### src/rtl/mux4_ser.sv
// mux4_ser -- 4-bit parallel-to-serial converter driving an external 4:1 mux.
//
// Purpose:
//   A 4-bit word is accepted on a valid/ready handshake and stored in a buffer.
//   It is then sent one bit at a time on 'out'. Each select value is held for
//   HOLD clock cycles. 'sel' is also brought out so it can drive the select
//   input of an external 4:1 mux in step with 'out'.
//
// Configuration:
//   MUX4_SER_MSB_FIRST_EN  when defined, sel runs 3,2,1,0 (MSB first).
//                          When undefined (the default), sel runs 0,1,2,3.
//
// Parameters:
//   HOLD       number of cycles each select value is held. The legal range
//              is 1..16.
//
// Ports:
//   clk        input   single clock; all state changes on the rising edge
//   rst        input   synchronous, active-high reset
//   in[3:0]    input   parallel word to serialize
//   in_valid   input   the word on 'in' is offered
//   in_ready   output  the block accepts the word this cycle (decoded from state)
//   sel[1:0]   output  current select value
//   out        output  serial bit, equal to buffer[sel] while sending
//   out_valid  output  'out' carries a valid bit
//   done       output  one-cycle pulse on the last bit cycle of a word
//
// Handshake:
//   A word is transferred on a rising edge where in_valid and in_ready are
//   both 1. While in_ready is 0, 'in' and in_valid are ignored. in_ready does
//   not depend on in_valid. It is 1 in IDLE and in the last bit cycle of a
//   word. The last bit cycle is what allows back-to-back words with no gap.
//
// Debug:
//   The FSM state is held in the signal 'state' (type state_t). A checker can
//   read it through the hierarchy.

module mux4_ser #(
  parameter int unsigned HOLD = 1
) (
  input  logic       clk,
  input  logic       rst,
  input  logic [3:0] in,
  input  logic       in_valid,
  output logic       in_ready,
  output logic [1:0] sel,
  output logic       out,
  output logic       out_valid,
  output logic       done
);

  typedef enum logic {
    IDLE = 1'b0,
    SEND = 1'b1
  } state_t;

  // The hold counter ends its count at HOLD-1. A HOLD of 16 uses the full
  // 4-bit range.
  localparam logic [3:0] HOLD_LAST = 4'(HOLD - 1);

`ifdef MUX4_SER_MSB_FIRST_EN
  localparam logic [1:0] SEL_FIRST = 2'd3;
  localparam logic [1:0] SEL_LAST  = 2'd0;
  localparam logic [1:0] SEL_STEP  = 2'd3;  // adding 3 modulo 4 steps sel down by one
`else
  localparam logic [1:0] SEL_FIRST = 2'd0;
  localparam logic [1:0] SEL_LAST  = 2'd3;
  localparam logic [1:0] SEL_STEP  = 2'd1;
`endif

  state_t     state;
  logic [3:0] word_q;
  logic [3:0] cnt;
  logic       last_cycle;

  // The last bit cycle of a word: the final select value with its hold
  // interval about to end.
  assign last_cycle = (state == SEND) && (sel == SEL_LAST) && (cnt == HOLD_LAST);

  assign in_ready  = (state == IDLE) || last_cycle;
  assign out_valid = (state == SEND);
  assign out       = (state == SEND) ? word_q[sel] : 1'b0;
  assign done      = last_cycle;

  always_ff @(posedge clk) begin
    if (rst) begin
      state  <= IDLE;
      sel    <= 2'd0;
      cnt    <= 4'd0;
      word_q <= 4'd0;
    end else begin
      case (state)
        IDLE: begin
          // sel keeps its last value while the block is idle.
          if (in_valid) begin
            word_q <= in;
            sel    <= SEL_FIRST;
            cnt    <= 4'd0;
            state  <= SEND;
          end
        end
        SEND: begin
          if (cnt == HOLD_LAST) begin
            cnt <= 4'd0;
            if (sel == SEL_LAST) begin
              if (in_valid) begin
                // A handshake in the last bit cycle starts the next word
                // on the following cycle, with no idle cycle between words.
                word_q <= in;
                sel    <= SEL_FIRST;
                state  <= SEND;
              end else begin
                state <= IDLE;
              end
            end else begin
              sel <= sel + SEL_STEP;
            end
          end else begin
            cnt <= cnt + 4'd1;
          end
        end
        default: begin
          state <= IDLE;
        end
      endcase
    end
  end

endmodule

### config.mk
export PLATFORM = sky130hd
export DESIGN_NAME = mux4_ser
export DESIGN_NICKNAME = d
export VERILOG_FILES = /design/src/rtl/mux4_ser.sv
export SDC_FILE = /design/constraint.sdc
export NUM_CORES = 1
export LEC_CHECK = 0
export CAP_MARGIN = 20
export CORE_MARGIN = 4
export CORE_UTILIZATION = 40
export DETAILED_ROUTE_END_ITERATION = 6
export GPL_TIMING_DRIVEN = 0
export PLACE_DENSITY = 0.62
export REMOVE_ABC_BUFFERS = 1
export SYNTH_ARGS = -nofsm -noshare
export SYNTH_HDL_FRONTEND = slang
export SYNTH_SLANG_ARGS = --single-unit
### constraint.sdc
create_clock -name clk -period 1.71 [get_ports clk]
set_clock_uncertainty 0.15 [all_clocks]
set_input_delay 0.342 -clock clk [delete_from_list [all_inputs] [get_ports clk]]
set_output_delay 0.342 -clock clk [all_outputs]
set_load 0.03 [all_outputs]
# Word level (Yosys, flattened, before mapping)
# Index checks and enable logic that the tools add are counted.
# Widths: inputs -> output; s select.
[word_totals] regBits=11 elab_cells=35 output_inout_bits=6 in_bits=7
[classes] bitwise_logic=1 magnitude_cmp=1 muxes=18 addsub=2 reduce_logical=5 eq_ne=4
[ops] cell="$mux 4" n=5
[ops] cell="$pmux 4 s2" n=2
[ops] cell="$mux 2" n=3
[ops] cell="$mux 1" n=5
[ops] cell="$add 4x1->4 const B" n=1
[ops] cell="$logic_not 4->1" n=1
[ops] cell="$ne 2x1->1 const B" n=2
[ops] cell="$pmux 2 s2" n=1
[ops] cell="$lt 2x3->1 const B" n=1
[ops] cell="$add 2x1->2 const B" n=1
[ops] cell="$bmux 1 s2" n=1
[ops] cell="$eq 2x2->1 const B" n=1
[ops] cell="$logic_and 1x1->1" n=2
[ops] cell="$ne 2x2->1 const B" n=1
[ops] cell="$pmux 1 s2" n=1
[ops] cell="$reduce_and 2->1" n=1
[ops] cell="$logic_or 1x1->1" n=1
[ops] cell="$not 1->1" n=1

# Depth between registers and ports, before layout
[logic_depth] word_depth=4 depth_mapped=6 depth_no_buf=5

# Worst setup path after synthesis
# No wires, ideal clock.
[synth_path] path_kind="flip-flop to output port" from="register sel[0]" to="output out" n_path_buf=0 required_time_ns=1.218 arrival_time_ns=1.394 path_stages_with_launch=3 setup_slack_ns=-0.176 path_cell_list="dfxtp_1 -> mux4_2 -> and2_1"
[synth_between] elab_chain_len=3
[synth_lines] element="start: declaration" line="46" text="output logic [1:0] sel,"
[synth_lines] element="start signal: assignment" line="116" text="sel <= sel + SEL_STEP;"
[synth_lines] element="$bmux 1 s2" line="82" text="assign out = (state == SEND) ? word_q[sel] : 1'b0;"
[synth_lines] element="$mux 1 (implied by the code)" line="82"
[synth_lines] element="$mux 1" line="82"
[synth_lines] element="end: declaration" line="47" text="output logic out,"
# No other way between the ends. The select of a mux whose other input is x is not followed.

# Worst setup path after layout
# Same ends and word-level chain as after synthesis.

==> results.py <==
metrics = {
    "setup_path": {
        "critPathCaptureType": "output port",
        "reg2reg_depth": 6,
        "cp_cell_sequence": "mux4_2, and2_4, buf_6",
        "crit_family": "multiplexers",
        "crit_buf_inv": 1,
        "crit_path_end": "out",
        "r2r-start": "cnt[0]$_SDFFE_PP0P_",
        "critical_path_required_ps": 1220,
        "r2r-end": "cnt[2]$_SDFFE_PP0P_",
        "setup.worst_path.start": "sel[0]$_SDFFE_PP0P_",
        "path_depth": 3,
        "rrSetupSlack_ps": 30,
        "slowest_stage": "mux4_2",
        "worstSetupPathType": "flop to output port",
        "worstPathMaxFanout": 5,
        "max_stage_delay_ps": 490,
        "crit_path_start_kind": "flop",
        "worstPathArrival_ps": 1440,
    },
    "drt": {
        "vias_per_cell": 6.29,
        "wl_per_cell_microns": 17.0,
        "ant_nets": 0,
        "drc": 0,
        "num_vias": 704,
        "dr.pass1.iters": 4,
        "drt_wl_total_microns": 1910,
        "drt_iter0_drc": 18,
    },
    "grt": {
        "grt_max_degree": 18,
        "grt_pass1_vias": 714,
        "track_usage": 0.175,
        "globalRouteOverflowTotal": 0,
        "grt_pass1_wl_microns": 3330,
        "antenna_found_initial": 0,
    },
    "clocking": {
        "cts_inserted_buffers": 3,
        "path_clk_slew_ps": 80,
        "cts_max_level": 1,
        "insertion_delay_ps": 270,
        "clockRootBuffer": "clkbuf_4",
        "clock_sinks": 11,
        "hold_buffers": 0,
        "tritoncts": "built",
        "clockBufferDepth": 2,
    },
    "logic_synthesis": {
        "syn_avg_cell_area_sq_um": 8.90,
        "async_flop_share": 0,
        "ys_seq_elements": 11,
        "synth_top_area_frac": 0.317,
        "netlist_area_sq_um": 694,
        "syn_inst": 78,
        "yosys.area.top_type": "dfxtp_1",
        "synth_cell_types": 32,
        "yosysWarnings": 0,
        "ys_top_cells_by_area": "dfxtp_1 (32%), ha_1 (7.2%), nor3b_1 (5.4%)",
        "ys.flop_type": "dfxtp_1",
        "seq_area_frac_synth": 0.317,
        "synth-edff-count": 0,
    },
    "timing": {
        "finalWorstSetupSlack_ps": -226,
        "hold_violations": 0,
        "max_freq_mhz": 516,
        "drv_slew": 0,
        "period_needed_ps": 1940,
        "worstMarginPinSlew_ps": 461,
        "layout_worst_path_cycle_share": 1.13,
        "slew_headroom": 0.692,
        "setup_viol": 3,
        "rsz0062_at_grt": "true",
    },
    "die": {
        "io_pins": 13,
        "fp.dieH_microns": 49.7,
        "core_area_sq_mm": 0.00158,
        "num_rows": 14,
        "start_util": 0.440,
        "die_w_microns": 49.7,
        "die_area_sq_mm": 0.00247,
    },
    "placed_design": {
        "io_buffers": 12,
        "dp_hpwl_microns": 1110,
        "gp_congestion": 0.764,
    },
    "final_layout": {
        "fin_nets": 108,
        "fin_util": 0.613,
        "diodes": 0,
        "area_growth_pct": 39.1,
        "drive_gt1_frac": 0.375,
    },
    "outcome": {
        "status": "finished with violations",
        "violations": "setup timing",
    },
    "pwr": {
        "ir_worst_vdd_mv": 0.423,
        "power_uw": 613,
        "powerDensity_mw_per_mm2": 634,
        "p_leak_nw": 0.372,
    },
    "min_path": {
        "hold_class": "primary input to flop",
    },
    "job": {
        "drv_cap": 0,
    },
}
-- cell usage in the layout, fill, tap and decap left out, types with 2 or more instances in the layout --
cell / netlist / layout
a31oi_1: 4 / 4
buf_4: 0 / 7
buf_6: 1 / 4
clkbuf_4: 0 / 3
clkdlybuf4s50_1: 0 / 4
dfxtp_1: 11 / 7
dfxtp_2: 0 / 2
dfxtp_4: 0 / 2
dlygate4sd2_1: 0 / 2
ha_1: 4 / 2
inv_2: 0 / 2
mux2i_1: 2 / 2
nand2_1: 8 / 6
nand2_2: 0 / 2
nand3_1: 2 / 2
nand4_1: 5 / 5
nor2_1: 2 / 2
nor3b_1: 5 / 5
nor4b_1: 2 / 2
o2111ai_1: 2 / 2
o311ai_1: 0 / 3
o31ai_1: 2 / 2
-- worst register-to-register path: stages (launching register included) --
cell and delay [ps]:
dfxtp_2 340, inv_2 40, ha_4 140, nor3b_4 150
buf_4 170, or4b_4 490, a21oi_2 120
-- final cells by class --
type                            count  area [sq um]
Fill cell                         130           611
Multi-Input combinational cell     56           483
Sequential cell                    11           230
Timing Repair Buffer               20           184
Clock buffer                        4          26.3
Inverter                            5          22.5
Tap cell                           16          20.0
-- logic make-up (layout without fill, tap and decap cells) --
group,count (synthesis),count (layout),synth area share
fa+ha+maj,4,4,0.0721
compound gates,18,18,0.196
simple gates,31,31,0.276
mux,3,3,0.0613
buf+inv,11,29,0.0775
flops,11,11,0.317
-- power breakdown --
group	switching (mW)	leakage [nW]	internal [mW]
Clock	0.0957	0.0150	0.0905
Combinational	0.0695	0.265	0.0612
Sequential	0.0252	0.0920	0.271
-- sequential cells by signal (all words and copies together) (netlist names) --
name / count
cnt: 4
word_q: 4
sel: 2
out_valid: 1
-- worst min path at each step --
stage / from / to / slack [ps] / depth (start not counted)
floorplan: rst / cnt[2]$_SDFFE_PP0P_ / 260 / 1
global placement: cnt[2]$_SDFFE_PP0P_ / cnt[2]$_SDFFE_PP0P_ / 350 / 2
detailed placement: cnt[2]$_SDFFE_PP0P_ / cnt[2]$_SDFFE_PP0P_ / 360 / 2
CTS: word_q[3]$_SDFFE_PP0P_ / word_q[3]$_SDFFE_PP0P_ / 370 / 2
global route: rst / cnt[2]$_SDFFE_PP0P_ / 350 / 2
finish: rst / cnt[2]$_SDFFE_PP0P_ / 340 / 2
-- per-layer routing --
metal,routed length (microns),track usage,vias to the layer above,part of all wire
li1,-,-,338,-
met1,854,0.224,340,0.45
met2,916,0.275,24,0.48
met3,117,0.0663,2,0.061
met4,17,0.0415,0,0.0089
met5,0,0,-,0
-- Yosys cell counts (3+ instances only) --
library cell / n
nand2_1: 8
ha_1: 4
a31oi_1: 4
inv_1: 3
dfxtp_1: 11
o311ai_0: 4
nor3b_1: 5
nand4_1: 5
-- per-stage QoR --
stage | TNS [ps] | cell area, sq um | cells | setup slack [ps] | hold slack [ps]
after detailed placement | -7110 | 802 | 100 | -648 | 365
after floorplan | -1340 | 662 | 72 | -253 | 261
after CTS | -510 | 946 | 111 | -227 | 370
after global routing | -725 | 966 | 112 | -260 | 348
after global placement | -7360 | 802 | 100 | -644 | 352
final | -533 | 966 | 112 | -226 | 337
-- repair_timing --
item                       CTS  global route
gates resized for setup     46            10
setup endpoints to repair   16            11
buffers inserted             8             2
pin swaps                    2             2
Power figures use the tool's default switching activity.
